--- config.mk ---
export PLATFORM = sky130hd
export DESIGN_NAME = fetch_seq_von_flat
export DESIGN_NICKNAME = d
export VERILOG_FILES = /design/src/rtl/fetch_seq_von_if.sv /design/src/rtl/fetch_seq_von.sv /design/src/flat_wrapper.sv
export SDC_FILE = /design/constraint.sdc
export NUM_CORES = 1
export LEC_CHECK = 0
export CAP_MARGIN = 20
export CELL_PAD_IN_SITES_DETAIL_PLACEMENT = 1
export CELL_PAD_IN_SITES_GLOBAL_PLACEMENT = 1
export CORE_ASPECT_RATIO = 1.2
export CORE_UTILIZATION = 27
export CTS_CLUSTER_DIAMETER = 100
export DETAILED_ROUTE_END_ITERATION = 16
export GPL_TIMING_DRIVEN = 0
export HOLD_SLACK_MARGIN = 0.12
export PLACE_DENSITY_LB_ADDON = 0.2
export SLEW_MARGIN = 30
export SYNTH_ARGS = -nofsm -noshare
export SYNTH_HDL_FRONTEND = slang
export SYNTH_SLANG_ARGS = --single-unit
--- constraint.sdc ---
create_clock -name clk -period 2.7 [get_ports clk]
set_input_delay 0.54 -clock clk [delete_from_list [all_inputs] [get_ports clk]]
set_output_delay 0.54 -clock clk [all_outputs]
set_load 0.01 [all_outputs]
--- src/rtl/fetch_seq_von_if.sv ---
`default_nettype none
// ============================================================================
// Module   : fetch_seq_von_if
// Brief    : Bus bundle between the fetch sequencer and its surroundings
//            (program counter control, shared memory read port, decoder
//            hand-off and status).
// Revision : 1.0  initial release
// ============================================================================
interface fetch_seq_von_if #(
    parameter int AW = 8,
    parameter int DW = 8
);
    logic [AW-1:0] pc_value;
    logic          pc_load;
    logic          pc_inc;
    logic          pc_clear;
    logic [AW-1:0] pc_data;
    logic          mem_rd;
    logic [AW-1:0] mem_addr;
    logic          mem_ready;
    logic [DW-1:0] mem_rdata;
    logic [DW-1:0] ir;
    logic          ir_valid;
    logic          ir_ack;
    logic          jump_req;
    logic [AW-1:0] jump_addr;
    logic          halt;
    logic          halted;
    logic          fault;
    logic [15:0]   fetch_cnt;

    // Sequencer side
    modport master (
        input  pc_value, mem_ready, mem_rdata, ir_ack, jump_req, jump_addr, halt,
        output pc_load, pc_inc, pc_clear, pc_data, mem_rd, mem_addr,
               ir, ir_valid, halted, fault, fetch_cnt
    );

    // PC / memory / decoder side
    modport slave (
        output pc_value, mem_ready, mem_rdata, ir_ack, jump_req, jump_addr, halt,
        input  pc_load, pc_inc, pc_clear, pc_data, mem_rd, mem_addr,
               ir, ir_valid, halted, fault, fetch_cnt
    );
endinterface : fetch_seq_von_if
`default_nettype wire

--- src/rtl/fetch_seq_von.sv ---
`default_nettype none
// ============================================================================
// Module   : fetch_seq_von
// Brief    : Instruction-fetch sequencer for the von Neumann core. Clears the
//            PC, reads memory at the PC, latches the word into ir, hands it
//            to the decoder and applies decoder-requested jumps.
//            Optional macro FETCH_TIMEOUT_EN adds a mem_ready timeout that
//            parks the sequencer in a fault state.
// Revision : 1.0  initial release
// ============================================================================
module fetch_seq_von #(
    parameter int AW        = 8,
    parameter int DW        = 8,
    parameter int TO_CYCLES = 16
) (
    input  wire logic         clk,
    input  wire logic         clear,
    fetch_seq_von_if.master   bus
);

    typedef enum logic [2:0] {
        S_START = 3'd0,
        S_FETCH = 3'd1,
        S_HOLD  = 3'd2,
        S_HALT  = 3'd3,
        S_FAULT = 3'd4
    } state_t;

    state_t        r_state;
    state_t        w_state_next;
    logic [DW-1:0] r_ir;
    logic [15:0]   r_fetch_cnt;
    logic          w_fetch_done;

    // A fetch completes only when memory answers while we are asking
    assign w_fetch_done = (r_state == S_FETCH) && bus.mem_ready;

`ifdef FETCH_TIMEOUT_EN
    localparam int c_to_w = $clog2(TO_CYCLES + 1);
    logic [c_to_w-1:0] r_to_cnt;
    logic              w_to_expire;

    // Counts consecutive unanswered fetch cycles; zero whenever not fetching
    always_ff @(posedge clk) begin
        if (clear) begin
            r_to_cnt <= '0;
        end else if ((r_state == S_FETCH) && !bus.mem_ready) begin
            r_to_cnt <= r_to_cnt + 1'b1;
        end else begin
            r_to_cnt <= '0;
        end
    end

    // This unanswered cycle is the TO_CYCLES-th one: give up after it
    assign w_to_expire = (r_to_cnt == c_to_w'(TO_CYCLES - 1));
    assign bus.fault   = !clear && (r_state == S_FAULT);
`else
    logic [31:0] w_unused_to;
    assign w_unused_to = TO_CYCLES;
    assign bus.fault   = 1'b0;
`endif

    // State, instruction register and fetch counter; clear wins over a late mem_ready
    always_ff @(posedge clk) begin
        if (clear) begin
            r_state     <= S_START;
            r_ir        <= '0;
            r_fetch_cnt <= '0;
        end else begin
            r_state <= w_state_next;
            if (w_fetch_done) begin
                r_ir        <= bus.mem_rdata;
                r_fetch_cnt <= r_fetch_cnt + 16'd1;
            end
        end
    end

    assign bus.ir        = r_ir;
    assign bus.fetch_cnt = r_fetch_cnt;

    // Next state and per-cycle strobes; everything is quiet while clear is high
    always_comb begin
        w_state_next = r_state;
        bus.pc_load  = 1'b0;
        bus.pc_inc   = 1'b0;
        bus.pc_clear = 1'b0;
        bus.pc_data  = '0;
        bus.mem_rd   = 1'b0;
        bus.mem_addr = '0;
        bus.ir_valid = 1'b0;
        bus.halted   = 1'b0;
        if (!clear) begin
            case (r_state)
                S_START: begin
                    bus.pc_clear = 1'b1;
                    w_state_next = S_FETCH;
                end
                S_FETCH: begin
                    bus.mem_rd   = 1'b1;
                    bus.mem_addr = bus.pc_value;
                    if (bus.mem_ready) begin
                        bus.pc_inc   = 1'b1;
                        w_state_next = S_HOLD;
                    end
`ifdef FETCH_TIMEOUT_EN
                    else if (w_to_expire) begin
                        w_state_next = S_FAULT;
                    end
`endif
                end
                S_HOLD: begin
                    bus.ir_valid = 1'b1;
                    if (bus.halt) begin
                        w_state_next = S_HALT;
                    end else if (bus.ir_ack) begin
                        if (bus.jump_req) begin
                            bus.pc_load = 1'b1;
                            bus.pc_data = bus.jump_addr;
                        end
                        w_state_next = S_FETCH;
                    end
                end
                S_HALT: begin
                    bus.halted = 1'b1;
                end
                S_FAULT: begin
                    bus.halted = 1'b1;
                end
                default: begin
                    w_state_next = S_START;
                end
            endcase
        end
    end

endmodule : fetch_seq_von
`default_nettype wire

--- src/flat_wrapper.sv ---
// flat-port wrapper written by rule: the top's interface ports become plain ports
module fetch_seq_von_flat 
#(
    parameter int AW        = 8,
    parameter int DW        = 8,
    parameter int TO_CYCLES = 16
)
  (clk, clear, bus_pc_value, bus_mem_ready, bus_mem_rdata, bus_ir_ack, bus_jump_req, bus_jump_addr, bus_halt, bus_pc_load, bus_pc_inc, bus_pc_clear, bus_pc_data, bus_mem_rd, bus_mem_addr, bus_ir, bus_ir_valid, bus_halted, bus_fault, bus_fetch_cnt);
  fetch_seq_von_if #(.AW(AW), .DW(DW)) bus_i ();
  input  wire logic clk;
  input  wire logic clear;
  input wire logic [$bits(bus_i.pc_value)-1:0] bus_pc_value;
  input wire logic [$bits(bus_i.mem_ready)-1:0] bus_mem_ready;
  input wire logic [$bits(bus_i.mem_rdata)-1:0] bus_mem_rdata;
  input wire logic [$bits(bus_i.ir_ack)-1:0] bus_ir_ack;
  input wire logic [$bits(bus_i.jump_req)-1:0] bus_jump_req;
  input wire logic [$bits(bus_i.jump_addr)-1:0] bus_jump_addr;
  input wire logic [$bits(bus_i.halt)-1:0] bus_halt;
  output wire logic [$bits(bus_i.pc_load)-1:0] bus_pc_load;
  output wire logic [$bits(bus_i.pc_inc)-1:0] bus_pc_inc;
  output wire logic [$bits(bus_i.pc_clear)-1:0] bus_pc_clear;
  output wire logic [$bits(bus_i.pc_data)-1:0] bus_pc_data;
  output wire logic [$bits(bus_i.mem_rd)-1:0] bus_mem_rd;
  output wire logic [$bits(bus_i.mem_addr)-1:0] bus_mem_addr;
  output wire logic [$bits(bus_i.ir)-1:0] bus_ir;
  output wire logic [$bits(bus_i.ir_valid)-1:0] bus_ir_valid;
  output wire logic [$bits(bus_i.halted)-1:0] bus_halted;
  output wire logic [$bits(bus_i.fault)-1:0] bus_fault;
  output wire logic [$bits(bus_i.fetch_cnt)-1:0] bus_fetch_cnt;
  assign bus_i.pc_value = bus_pc_value;
  assign bus_i.mem_ready = bus_mem_ready;
  assign bus_i.mem_rdata = bus_mem_rdata;
  assign bus_i.ir_ack = bus_ir_ack;
  assign bus_i.jump_req = bus_jump_req;
  assign bus_i.jump_addr = bus_jump_addr;
  assign bus_i.halt = bus_halt;
  assign bus_pc_load = bus_i.pc_load;
  assign bus_pc_inc = bus_i.pc_inc;
  assign bus_pc_clear = bus_i.pc_clear;
  assign bus_pc_data = bus_i.pc_data;
  assign bus_mem_rd = bus_i.mem_rd;
  assign bus_mem_addr = bus_i.mem_addr;
  assign bus_ir = bus_i.ir;
  assign bus_ir_valid = bus_i.ir_valid;
  assign bus_halted = bus_i.halted;
  assign bus_fault = bus_i.fault;
  assign bus_fetch_cnt = bus_i.fetch_cnt;
  fetch_seq_von #(.AW(AW), .DW(DW), .TO_CYCLES(TO_CYCLES)) u_core (.clk(clk), .clear(clear), .bus(bus_i));
endmodule
==> metrics, run 1 <==
status=completed; DRT Pass-1 Iters=3; Synth Warn #=0; area of the multi-input gates=708.2 sq um; DRC violations left=0; met2 Use GR=25.89%; Cell Rows=26; FF-to-FF Start=u_core.r_state[0]; Final Setup Violations=0; Power Dens Cells=369.9 nW/um^2; most frequent cells in the layout=clkdlybuf4s50_1 (74), dfxtp_1 (25), nand2_1 (22); Placed Instance Area=2078 sq um; CP Launch Type=primary input; CTS root buf=clkbuf_8; post-synthesis async set-or-reset flop share=0%; Routed WL=3.705 mm; Num CTS Buffers=3; worst skew pair latency=0.27 ns; met3 GRT Util=about 4.0%; Detailed Route Iter0 Violations=34; Post-CTS Setup Inserts=0; GRT busiest layer=met2; register area share after synthesis=41.07%; Placed Cells=285; FF+latch area=521.8 sq um; Final #Nets=263; post-detail-place hpwl=2.917 mm; Fmax=about 390 MHz; area grow syn2layout=68.90%; flop2flop setup slack=a little under 0.9 ns; Worst R2R End=u_core.bus.fetch_cnt[12]; ranking of synthesized cells by area=dfxtp_1 (41%), and2_1 (8.9%), nand2_1 (6.5%), nor2_1 (5.0%), a21oi_1 (4.7%); worst min path class=register to register; Routed Antenna Nets=0; Max IR drop VDD=~0.00021 V; ant diodes=0; CP endpoint kind=output pin; CP Class=primary input to output pin; P_leak=0.7994 nW; layout cells sized above 1=roughly 6.9%; via count=1332; hold depth=2; most common cell after layout, fill and taps aside=clkdlybuf4s50_1; Netlist Area Pre-Place=1267 sq um; Clk pin slew, worst setup/hold paths=approximately 0.090 ns; initial core utilization=28.86%; Netlist cell types=35; Syn Inst Count=155; Finished Layout Cells=~290; Hold Crit Endpoint=u_core.bus.ir[7]; Yosys top cell by area=dfxtp_1; EDFF count, synth=0; post-place setup slack=-0.1046 ns; RSZ-0062 raised after global routing=no; Setup WS post-layout=0.1067 ns; Crit path required time=around 2.2 ns; Hold Vio Cnt, Final=0; first-pass GRT wire length=6.051 mm; Die ar.=4974 sq um; Filler cells=around 530; vias per cell=4.641; Tot GR Track Use=between 15 and 20%; Final Cell Area=2141 sq um; WL/cell=~13 um; Clock Sinks=26; IO buf count=74; hold_sp=u_core.bus.ir[7]; Horiz. Die Dim=64.55 um; io pins=77; Mapped Nets=186; Fin Clk Skew=0.001729 ns; worst r2r path cells=4; Worst Path Max Fanout=9; met1 usage=between 10% and 20%; worst path arrival time=around 2.1 ns; vias in the first global route=approximately 1300; area of the core=~4400 sq um; top-area cell type share of the netlist area=41.07%; Post-Syn Area per Cell=around 8 sq um; minimum clock period=approximately 2.6 ns; CTS tree=built; clk buf depth=2; routability congestion estimate=between 0.6 and 0.7; Final period util=96.05%; max_cap viols=0; Final Max Slew Viols=0; initial antenna violation count=0; Layout Utilization=48.75%; Synth Flop Type=dfxtp_1; #FFs+latches synth=26; grt total ovfl=0; H-Tree Depth=1; pin count of the biggest net entering global routing=15; Die Span Y=77.06 um
==> critical path: stages <==
cell and delay (ns):
clkdlybuf4s50_1 0.51, and4b_2 0.32, and2_1 0.14, clkdlybuf4s50_1 0.55
==> layout make-up <==
| class | count | area share [%] |
|---|---|---|
| plain buffers | 7 | 1.578 |
| clock buffers | 4 | 2.572 |
| inverters | 3 | 0.5260 |
| multi-input cells | 117 | 33.08 |
| flip-flops and latches | 26 | 24.37 |
| well taps | 56 | 3.273 |
| repair buffers | 74 | 34.60 |
==> registers in the layout, indices dropped and copies added, names as in the netlist <==
name and count:
u_core.r_state 2, u_core.bus.ir 8, u_core.bus.fetch_cnt 16
==> stage by stage <==
stage / TNS [ns] / power, mW / hold WS, ns
final: 0 / 0.7919 / 0.4580
after global routing: 0 / 0.8409 / 0.4886
after CTS: 0 / 0.8054 / 0.4597
after detailed placement: -0.6271 / 0.5486 / 0.4493
after global placement: -0.8762 / 0.5468 / 0.4407
after floorplan: 0 / 0.4613 / 0.4805
==> worst max path at each step <==
stage | startpoint | end | slack, ns | depth (start not counted)
floorplan | clear | bus_pc_data[0] | 0.41 | 5
global placement | clear | bus_pc_inc | -0.13 | 5
detailed placement | clear | bus_pc_inc | -0.10 | 5
CTS | bus_mem_ready | bus_pc_inc | 0.04 | 5
global route | u_core.r_state[0] | bus_mem_addr[4] | 0.01 | 3
finish | bus_ir_ack | bus_pc_data[1] | 0.11 | 4
==> cell families after synthesis <==
| group | after synthesis | synth area share [%] |
|---|---|---|
| DFF | 26 | 41.07 |
| muxes | 1 | 0.8884 |
| adders and majority gates | 1 | 0.9870 |
| buffers and inverters | 12 | 3.948 |
| other | 1 | 0.2959 |
| and+or+nand+nor | 84 | 36.13 |
| xor gates and xnor gates | 10 | 6.910 |
| AOI/OAI and AO/OA | 20 | 9.774 |
==> synth_stat cells, drive strengths merged, types with 2 or more instances <==
library cell and instances:
a311oi 2, buf 3, a21oi 12, nand3 2, dfxtp 26, o21ai 2
xnor2 4, a41o 2, nand2 22, xor2 6, and3 3, nor4 2
nor3b 2, inv 3, clkbuf 6, nor3 3, and3b 2, nand4 5
nor2 17, and2 18
==> power by group <==
part	switching, mW	internal [mW]
clock network	0.122	0.130
logic	0.0517	0.0828
registers	0.0110	0.394
total	0.185	0.607
==> repair_timing <==
| item | 4_1_cts | 5_1_grt |
|---|---|---|
| gates resized for setup | 5 | 2 |
| hold buffers | 0 | 0 |
| endpoints found under the setup margin | 18 | 9 |
==> layer usage <==
layer	share of wire, %	vias to the layer above
met1	43	620
met4	1.5	0
li1	-	673
met2	50	34
met3	5.2	5
met5	0	-
(Power assumes the default switching activity.)
==> run 2: changes to the inputs <==
Settings changed: CELL_PAD_IN_SITES_DETAIL_PLACEMENT 1 to unset, CELL_PAD_IN_SITES_GLOBAL_PLACEMENT 1 to unset, CORE_UTILIZATION 27 to 40.
==> metrics, run 2 (synthesis results as in run 1) <==
status=completed (unchanged); NetSw=0.1746 mW (was 0.1851 mW); Hold Vio Cnt, Final=0 (unchanged); Final Setup Violations=0 (unchanged); most frequent cells in the layout=clkdlybuf4s50_1 (74), dfxtp_1 (25), nand2_1 (22) (unchanged); clk buf depth=2 (unchanged); RSZ-0062 raised after global routing=yes (was no); minimum clock period=2.568 ns (was 2.593 ns); worst path arrival time=2.03 ns (was 2.05 ns); area grow syn2layout=64.66% (was 68.90%); flop2flop setup slack=0.88 ns (was 0.89 ns); H-Tree Depth=1 (unchanged); initial antenna violation count=0 (unchanged); layout cells sized above 1=6.087% (was 6.926%); Worst Path Max Fanout=9 (unchanged); routability congestion estimate=0.7774 (was 0.6734); Crit path required time=2.16 ns (about the same); Routed Antenna Nets=0 (unchanged); Final period util=95.11% (was 96.05%); Gate power share=18.1% (was 17.0%); pin count of the biggest net entering global routing=15 (unchanged); Fin Clk Skew=0.004522 ns (was 0.001729 ns); grt total ovfl=0 (unchanged); P_leak=0.7859 nW (was 0.7994 nW); Clock Sinks=26 (unchanged); FF-to-FF Start=u_core.bus.fetch_cnt[0] (was u_core.r_state[0]); DRC violations left=0 (unchanged); worst skew pair latency=0.32 ns (was 0.27 ns); Post-CTS Setup Inserts=0 (unchanged); Hold WS=0.4682 ns (was 0.4580 ns); Routed WL=3.335 mm (was 3.705 mm); area of the core=3028 sq um (was 4392 sq um); max_cap viols=0 (unchanged); power share of the clock group=26.8% (was 31.9%); Filler cells=251 (was 527); WL/cell=12.54 um (was 12.91 um); CP startpoint=bus_halt (was bus_ir_ack); Final Max Slew Viols=0 (unchanged); Fmax=389.4 MHz (was 385.6 MHz); worst r2r path cells=5 (was 4); Max IR drop VDD=0.0003608 V (was 0.0002082 V); Die Span Y=63.67 um (was 77.06 um); worst min path class=register to register (unchanged); CP Class=primary input to output pin (unchanged); switching fraction of total power=23.81% (was 23.37%); io pins=77 (unchanged); IO buf count=74 (unchanged); Overall Power=0.7334 mW (was 0.7919 mW); Setup crit end=bus_pc_data[5] (was bus_pc_data[1]); post-detail-place hpwl=2.618 mm (was 2.917 mm); cell-internal power=0.5588 mW (was 0.6068 mW); sequential power share=55.1% (was 51.1%); Num CTS Buffers=3 (unchanged); ant diodes=0 (unchanged); most common cell after layout, fill and taps aside=clkdlybuf4s50_1 (unchanged); CP Launch Type=primary input (unchanged); via count=1323 (was 1332); Clk pin slew, worst setup/hold paths=0.13 ns (was 0.09 ns); DRT Pass-1 Iters=4 (was 3); Largest register FFs=16 (unchanged); Die ar.=3399 sq um (was 4974 sq um); Worst R2R End=u_core.bus.fetch_cnt[12] (unchanged); Horiz. Die Dim=53.39 um (was 64.55 um); Power Dens Cells=351.4 nW/um^2 (was 369.9 nW/um^2); CP endpoint kind=output pin (unchanged); CTS tree=built (unchanged); Cell Rows=22 (was 26); CTS root buf=clkbuf_4 (was clkbuf_8); Detailed Route Iter0 Violations=12 (was 34); Tot GR Track Use=21.62% (was 15.57%); vias per cell=4.974 (was 4.641); Final #Nets=262 (was 263); vias in the first global route=1307 (was 1257); initial core utilization=41.86% (was 28.86%); first-pass GRT wire length=5.637 mm (was 6.051 mm)
## run 2: area by class of cell
class                           instances  area (sq um)  area share, %
Sequential cell                        26         521.8          25.00
Tap cell                               36         45.04          2.158
Timing Repair Buffer                   74         740.7          35.49
Clock buffer                            4         36.28          1.739
Buffer                                  6         28.78          1.379
Multi-Input combinational cell        117         703.2          33.69
Inverter                                3         11.26         0.5396
## run 2: worst min-delay path by stage
stage | from | endpoint | slack [ns] | depth (start not counted)
3_3_place_gp | u_core.bus.ir[3] | u_core.bus.ir[3] | 0.44 | 2
5_1_grt | u_core.bus.ir[4] | u_core.bus.ir[4] | 0.50 | 2
2_1_floorplan | u_core.bus.ir[0] | u_core.bus.ir[0] | 0.48 | 2
6_report | u_core.bus.ir[3] | u_core.bus.ir[3] | 0.47 | 2
4_1_cts | u_core.bus.ir[3] | u_core.bus.ir[3] | 0.47 | 2
3_5_place_dp | u_core.bus.ir[1] | u_core.bus.ir[1] | 0.45 | 2
## run 2: power by group through the flow
stage / registers [mW] / logic [mW] / clock network [mW]
2_1_floorplan: 0.415 / 0.0467 / 0
3_3_place_gp: 0.412 / 0.130 / 0
3_5_place_dp: 0.412 / 0.134 / 0
4_1_cts: 0.404 / 0.135 / 0.200
5_1_grt: 0.407 / 0.145 / 0.218
6_report: 0.404 / 0.133 / 0.196
## run 2: what timing repair did
item	CTS	global route
endpoints found under the setup margin	18	10
gates resized for setup	3	1
hold buffers	0	0
## run 2: per-stage QoR
stage | setup slack (ns) | area [sq um] | instances | setup TNS (ns) | util [%]
final | 0.1322 | 2087 | 266 | 0 | 68.93
after global routing | -0.02232 | 2087 | 266 | -0.09060 | 68.93
after CTS | 0.02274 | 2093 | 268 | 0 | 69.13
after detailed placement | -0.02647 | 2053 | 265 | -0.05691 | 67.81
after global placement | 0.01158 | 2053 | 265 | 0 | 67.81
after floorplan | 0.4132 | 1267 | 155 | 0 | -
## run 2: routing by layer
layer	global-route usage (%)	up-vias	wire length, um
met1	24.89	616	1357
met5	0	-	0
li1	-	673	-
met3	6.039	2	154
met2	38.91	32	1806
met4	2.961	0	16
## run 2: critical path, stage by stage
cell	delay, ns
clkdlybuf4s50_1	0.44
and4b_2	0.36
and2_1	0.15
clkdlybuf4s50_1	0.53
